<file path="src/rtl/sram_pkg.sv">
// Shared sizing for the horizontally cascaded SRAM.
// Slice count is derived from the word and slice widths.
package sram_pkg;
  localparam int DEF_DATA_W  = 8;
  localparam int DEF_ADDR_W  = 3;
  localparam int DEF_SLICE_W = 4;
  localparam int DEF_N_SLICE = DEF_DATA_W / DEF_SLICE_W;

  function automatic int n_slices(input int dw, input int sw);
    return dw / sw;
  endfunction
endpackage

</file>
<file path="src/rtl/sram_slice.sv">
// One narrow synchronous RAM slice with registered read data.
// Reset clears every word and the output register.
module sram_slice
  import sram_pkg::*;
#(
  parameter int ADDR_W  = DEF_ADDR_W,
  parameter int SLICE_W = DEF_SLICE_W
) (
  input  logic               clk,
  input  logic               rst,
  input  logic [SLICE_W-1:0] din,
  input  logic [ADDR_W-1:0]  addr,
  input  logic               we,
  input  logic               cs,
  output logic [SLICE_W-1:0] dout
);
  localparam int DEPTH = 2 ** ADDR_W;

  logic [SLICE_W-1:0] mem_q [DEPTH];
  logic [SLICE_W-1:0] dout_q;
  logic [SLICE_W-1:0] dout_d;

  always_comb begin
    dout_d = dout_q;
    if (cs && !we) dout_d = mem_q[addr];
  end

  always_ff @(posedge clk or posedge rst) begin
    if (rst) begin
      for (int i = 0; i < DEPTH; i++) mem_q[i] <= '0;
      dout_q <= '0;
    end else begin
      if (cs && we) mem_q[addr] <= din;
      dout_q <= dout_d;
    end
  end

  assign dout = dout_q;
endmodule

</file>
<file path="src/rtl/sram_h_cascading.sv">
// Wide SRAM built from identical narrow slices side by side.
// Slice k owns word bits [k*SLICE_W +: SLICE_W]; control is shared.
module sram_h_cascading
  import sram_pkg::*;
#(
  parameter int DATA_W  = DEF_DATA_W,
  parameter int ADDR_W  = DEF_ADDR_W,
  parameter int SLICE_W = DEF_SLICE_W
) (
  input  logic              clk,
  input  logic              rst,
  input  logic [DATA_W-1:0] inp,
  input  logic [ADDR_W-1:0] addr,
  input  logic              we,
  input  logic              cs,
  output logic [DATA_W-1:0] outp
);
  localparam int NS = n_slices(DATA_W, SLICE_W);

  for (genvar k = 0; k < NS; k++) begin : g_slice
    sram_slice #(
      .ADDR_W (ADDR_W),
      .SLICE_W(SLICE_W)
    ) u_slice (
      .clk (clk),
      .rst (rst),
      .din (inp[k*SLICE_W +: SLICE_W]),
      .addr(addr),
      .we  (we),
      .cs  (cs),
      .dout(outp[k*SLICE_W +: SLICE_W])
    );
  end
endmodule

</file>
<file path="config.mk">
export PLATFORM = sky130hd
export DESIGN_NAME = sram_h_cascading
export DESIGN_NICKNAME = d
export VERILOG_FILES = /design/src/rtl/sram_pkg.sv /design/src/rtl/sram_slice.sv /design/src/rtl/sram_h_cascading.sv
export SDC_FILE = /design/constraint.sdc
export NUM_CORES = 1
export LEC_CHECK = 0
export CORE_ASPECT_RATIO = 1.75
export CORE_UTILIZATION = 45
export DETAILED_ROUTE_END_ITERATION = 8
export PLACE_DENSITY_LB_ADDON = 0.3
export SETUP_SLACK_MARGIN = 0.15
export SLEW_MARGIN = 20
export SYNTH_ARGS = -nofsm -noshare
export SYNTH_HDL_FRONTEND = slang
export SYNTH_SLANG_ARGS = --single-unit
</file>
<file path="constraint.sdc">
create_clock -name clk -period 3.7 [get_ports clk]
set_input_delay 0.555 -clock clk [delete_from_list [all_inputs] [get_ports clk]]
set_output_delay 0.555 -clock clk [all_outputs]
set_load 0.02 [all_outputs]
</file>
=== Yosys cells after proc, flatten, opt, wreduce, memory -nomap -nowiden ===
Cells that the tools add are included.

* Flip-flop bits (word level): 72
* Logic and storage cells: 35

* Order comparisons: 2
* Multiplexer cells: 10
* Bitwise logic cells: 1
* Reduce and logical (&&, ||, !) cells: 4

{| class="wikitable"
|+ Operators by type and width
! operator !! number
|-
| bitwise mux 32 bit || 2
|-
| binary-select mux 4 bit (select 3 bit) || 2
|-
| 2-to-1 mux 4 bit || 5
|-
| demux 4 bit (select 3 bit) || 1
|-
| greater-or-equal comparator 4 bit, second input constant || 1
|-
| less-than comparator 4 x 1 -> 1 bit, second input constant || 1
|-
| inverter 3 -> 4 bit || 1
|-
| logical AND 1 bit || 3
|-
| zero test 1 bit || 1
|}

=== Depth between registers and ports, before layout ===
* Word-level depth: 6
* Depth in mapped cells: 7
* Mapped depth without buffers: 4

=== Cells and area by module ===
A second synthesis with hierarchy kept.

* Cells, all modules: 230
* Area, all modules: 3,358.2 um^2

{| class="wikitable"
|+ By module, submodules not included
! module !! times used !! cells an instance !! area each (um^2) !! sequential area each (um^2)
|-
| sram_slice || 2 || 115 || 1,679.1 || 900.9
|}

=== Worst setup path before layout ===
No wires, ideal clock.

* Path type: input to register
* Start: in addr[2]
* End: reg g_slice[0].u_slice.mem_q[16] in the netlist's numbering
* Setup time: 0.125 ns
* Data arrival time: 1.513 ns
* Required time: 3.575 ns
* Slack: 2.062 ns
* Cell stages on the path: 4
* Path buffers: 1
* Path through: buf_2 > nand2b_4 > nor2_2 > mux2_2

* Cells in the longest elaborated chain, start to end: 6
* Elaborated cells on any way between the ends: 7
* Classes of those cells: 2 x order compare; 3 x mux; 1 x bitwise; 1 x reduce/logical

{| class="wikitable"
|+ RTL lines
! element !! RTL line !! source
|-
| from (decl) || sram_h_cascading.sv:13 || <nowiki>input logic [ADDR_W-1:0] addr,</nowiki>
|-
| inverter 3 -> 4 bit (implied by the code) * || sram_slice.sv:33 || <nowiki>if (cs && we) mem_q[addr] <= din;</nowiki>
|-
| greater-or-equal comparator 4 bit (implied by the code) or less-than comparator 4 x 1 -> 1 bit (tied branches) || sram_slice.sv:33 ||
|-
| logical AND 1 bit (implied by the code) || sram_slice.sv:33 ||
|-
| 2-to-1 mux 4 bit (implied by the code) || sram_slice.sv:33 ||
|-
| demux 4 bit (select 3 bit) * || sram_slice.sv:33 ||
|-
| bitwise mux 32 bit * || sram_slice.sv:33 ||
|-
| to (signal, indexed assignment) || sram_slice.sv:33 ||
|-
| to (decl) || sram_slice.sv:19 || <nowiki>logic [SLICE_W-1:0] mem_q [DEPTH];</nowiki>
|}

Every way passes the cells marked *; elsewhere a longest branch is shown, timed or not.
A chain may end at the register's enable or synchronous reset.

=== Worst setup path in the final report ===
* Start: in addr[1]
* End: reg g_slice[0].u_slice.mem_q[27] in the netlist's numbering

The elaborated chain is that of the path after synthesis.

==> reports/qor.csv <==
stage;metric;value;unit
status;outcome;completed;
synthesis;syn nets;251;
floorplan;Initial Util;0.4681;
layout;final instance area;0.003938;mm2
synthesis;unique cell type count in the Yosys netlist;31;
grt;first-pass GRT wire length;11520;um
timing;Slew Viols, Final;0;
setup_path;Startpoint Class;input pin;
setup_path;worst path buffer plus inverter count;1;
power_and_ir_drop;Leak;1.717;nW
grt;grt total ovfl;0;
cts;post-CTS sizing;0;
grt;met2 usage;0.3208;
synthesis;number of enable flip-flop cells after synthesis;0;
grt;grt met3 use;0.04360;
grt;GR Util met1;0.2778;
route;DRC;0;
route;wire length per cell;19.89;um
timing;f_max;0.3977;GHz
setup_path;Crit Path Max Fanout;18;
synthesis;dominant cells by area after synthesis;dfrtp_1, mux2_2, mux2i_1;
floorplan;chip width;67.80;um
place;placed cells;337;
route;vias per std cell;5.744;
route;antenna viol nets, final;0;
synthesis;ys async rst share;1.000;
synthesis;most frequent cell after synthesis;dfrtp_1;
setup_path;WS Path Type;in -> reg;
setup_path;max incr delay on CP;830;ps
cts;Longest Clk Path Bufs;2;
synthesis;most frequent cells after synthesis;dfrtp_1, mux2_2, mux2i_1;
timing;Worst Hold Slack;492.5;ps
synthesis;post-synth top area share;0.5284;
grt;vias in the first global route;2092;
route;Pre-antenna DRT Iters;4;
synthesis;Synth area leader;dfrtp_1;
timing;Setup violations, final;0;
layout;number of fill cells in the layout;638;
route;via count;2016;
worst_hold_path;min-delay worst type;reg -> reg;
cts;TritonCTS Sinks;72;
place;HPWL Detailed;4532;um
route;DRT iter0 DRCs;81;
synthesis;synth warn;0;
synthesis;Avg Inst Size Synth;14.45;um2
timing;Slew @ Worst Pin;946.6;ps
floorplan;std cell rows;41;
cts;clk slew on worst S/H paths;50;ps
timing;clk_skew;2.925;ps
layout;layout cell share with drive strength beyond 1;0.3698;
cts;CTS tree;done;
grt;largest net degree at the start of global routing;37;
layout;# nets final;277;
layout;Ant. Diodes;0;
timing;unrepaired setup endpoints after global routing;false;
cts;worst-skew pair later-pin latency;330;ps
cts;Root Buffer;clkbuf_16;
cts;H-tree depth;3;
place;PortBufs;22;
setup_path;Worst Path Required;3910;ps
timing;min cycle time layout;2515;ps
timing;Tcrit/Tclk final;0.6796;
cts;postcts setup bufs;0;
setup_path;CP Data Arrival Time;2720;ps
setup_path;family with the most delay on the worst path;simple AND/OR/NAND/NOR gates;
place;dpl cell area;0.003664;mm2
layout;Post-Layout Cell Count;351;
layout;Layout area overhead;15.49;%
route;Routed WL;6983;um
place;gpl congestion;0.7566;
setup_path;Crit. End Element;flip-flop;
power_and_ir_drop;Power Dens Cells;572.3;mW/mm2
floorplan;Core Footprint;0.007284;mm2
synthesis;Syn Std Cell Area;0.003410;mm2
cts;Num CTS Buffers;9;
grt;GRT Util Overall;0.2066;
grt;antenna violations before repair;0;
power_and_ir_drop;Peak VDD IR;0.0003330;V
timing;final hold viol count;0;
setup_path;cell chain of the critical path;clkdlybuf4s50_1 > nor2_1 > nand2b_1 > mux2_4;
synthesis;Syn Inst Count;236;
floorplan;Die Y;117.2;um
synthesis;sequential-to-total area share from yosys stat;0.5284;
timing;Slew headroom;0.3689;
grt;GR peak layer;met2;
synthesis;Synth Flop Type;dfrtp_1;
floorplan;Ports;23;
setup_path;CP max-delay cell;clkdlybuf4s50_1;
job;# Max-Cap Violations;0;
timing;TNS Setup;0;ps
cts;CTS Hold Buffers Added;0;
synthesis;FF+latch count, synth;72;
floorplan;die area;0.007943;mm2
[cell type report]
cell class / instances / area, um2 / share of cell area
Inverter: 2 / 7.507 / 0.001907
Multi-Input combinational cell: 151 / 1501 / 0.3813
Sequential cell: 72 / 1802 / 0.4576
Timing Repair Buffer: 26 / 245.2 / 0.06228
Tap cell: 86 / 107.6 / 0.02733
Clock buffer: 14 / 274.0 / 0.06959
[flip-flops by register name, indices dropped and copies added (netlist names)]
signal and count:
g_slice.u_slice.dout 8, g_slice.u_slice.mem_q 64
[layout by cell type, fill, tap and decap left out, types with 2 or more instances in the layout]
cell type | Yosys | final
o21ai_0 | 9 | 9
nand4b_1 | 3 | 3
clkdlybuf4s50_1 | 0 | 21
inv_2 | 1 | 2
or4b_1 | 2 | 2
nand3_4 | 2 | 2
and2b_1 | 2 | 2
mux2_4 | 9 | 9
nor2_1 | 4 | 4
buf_4 | 0 | 4
a21oi_1 | 7 | 7
dfrtp_1 | 72 | 72
o32a_1 | 4 | 4
clkbuf_16 | 0 | 9
nor2_4 | 4 | 4
nand2b_1 | 2 | 2
clkbuf_1 | 0 | 2
o221ai_1 | 3 | 3
mux2i_1 | 21 | 21
o22a_1 | 3 | 3
mux2_2 | 58 | 58
a22oi_1 | 3 | 3
a211oi_1 | 6 | 6
clkbuf_8 | 0 | 3
[routing by layer]
layer  vias to the layer above  routed length (um)
li1                        933                   -
met1                      1044                3172
met2                        31                3511
met3                         8                 178
met4                         0                 120
met5                         -                   0
[final timing paths]
kind | cells past startpoint | start | end | slack (ps)
setup / recovery | 4 | addr[1] | g_slice[0].u_slice.mem_q[27] | 1190
hold / removal | 1 | g_slice[1].u_slice.mem_q[30] | g_slice[1].u_slice.mem_q[30] | 490
setup reg to reg | 3 | g_slice[1].u_slice.mem_q[11] | g_slice[1].u_slice.dout[3] | 2520
hold reg to reg | 1 | g_slice[1].u_slice.mem_q[30] | g_slice[1].u_slice.mem_q[30] | 490
max in group asynchronous | 3 | rst | g_slice[0].u_slice.mem_q[24] | 2410
min in group asynchronous | 2 | rst | g_slice[1].u_slice.dout[0] | 500
[report_power, final]
| part | leakage [nW] | internal (W) | switching (W) |
|---|---|---|---|
| clock network | 0.135 | 0.000501 | 0.000292 |
| registers | 0.877 | 0.000966 | 0.0000916 |
| logic | 0.705 | 0.000238 | 0.000164 |
[stage by stage]
step | power (W) | worst slack (ps) | util
detailed placement | 0.001475 | 863.0 | 0.5029
finish | 0.002253 | 1185 | 0.5405
global placement | 0.001457 | 852.2 | 0.5029
floorplan | 0.001350 | 1320 | -
CTS | 0.002274 | 1191 | 0.5405
global route | 0.002362 | 1098 | 0.5405
[worst register-to-register path, delay by kind of cell (launching register included)]
| kind | cells | cell delay (ps) |
|---|---|---|
| DFF | 1 | 370 |
| AOI/OAI and AO/OA | 2 | 490 |
| muxes | 1 | 200 |
[cell families (layout without fill, tap and decap cells)]
kind of cell | Yosys count | in the layout | synth area share
AOI/OAI and AO/OA | 38 | 38 | 0.07743
buffers and inverters | 13 | 42 | 0.03119
DFF | 72 | 72 | 0.5284
muxes | 88 | 88 | 0.2928
and+or+nand+nor | 25 | 25 | 0.07009
Power figures use the tool's default switching activity.
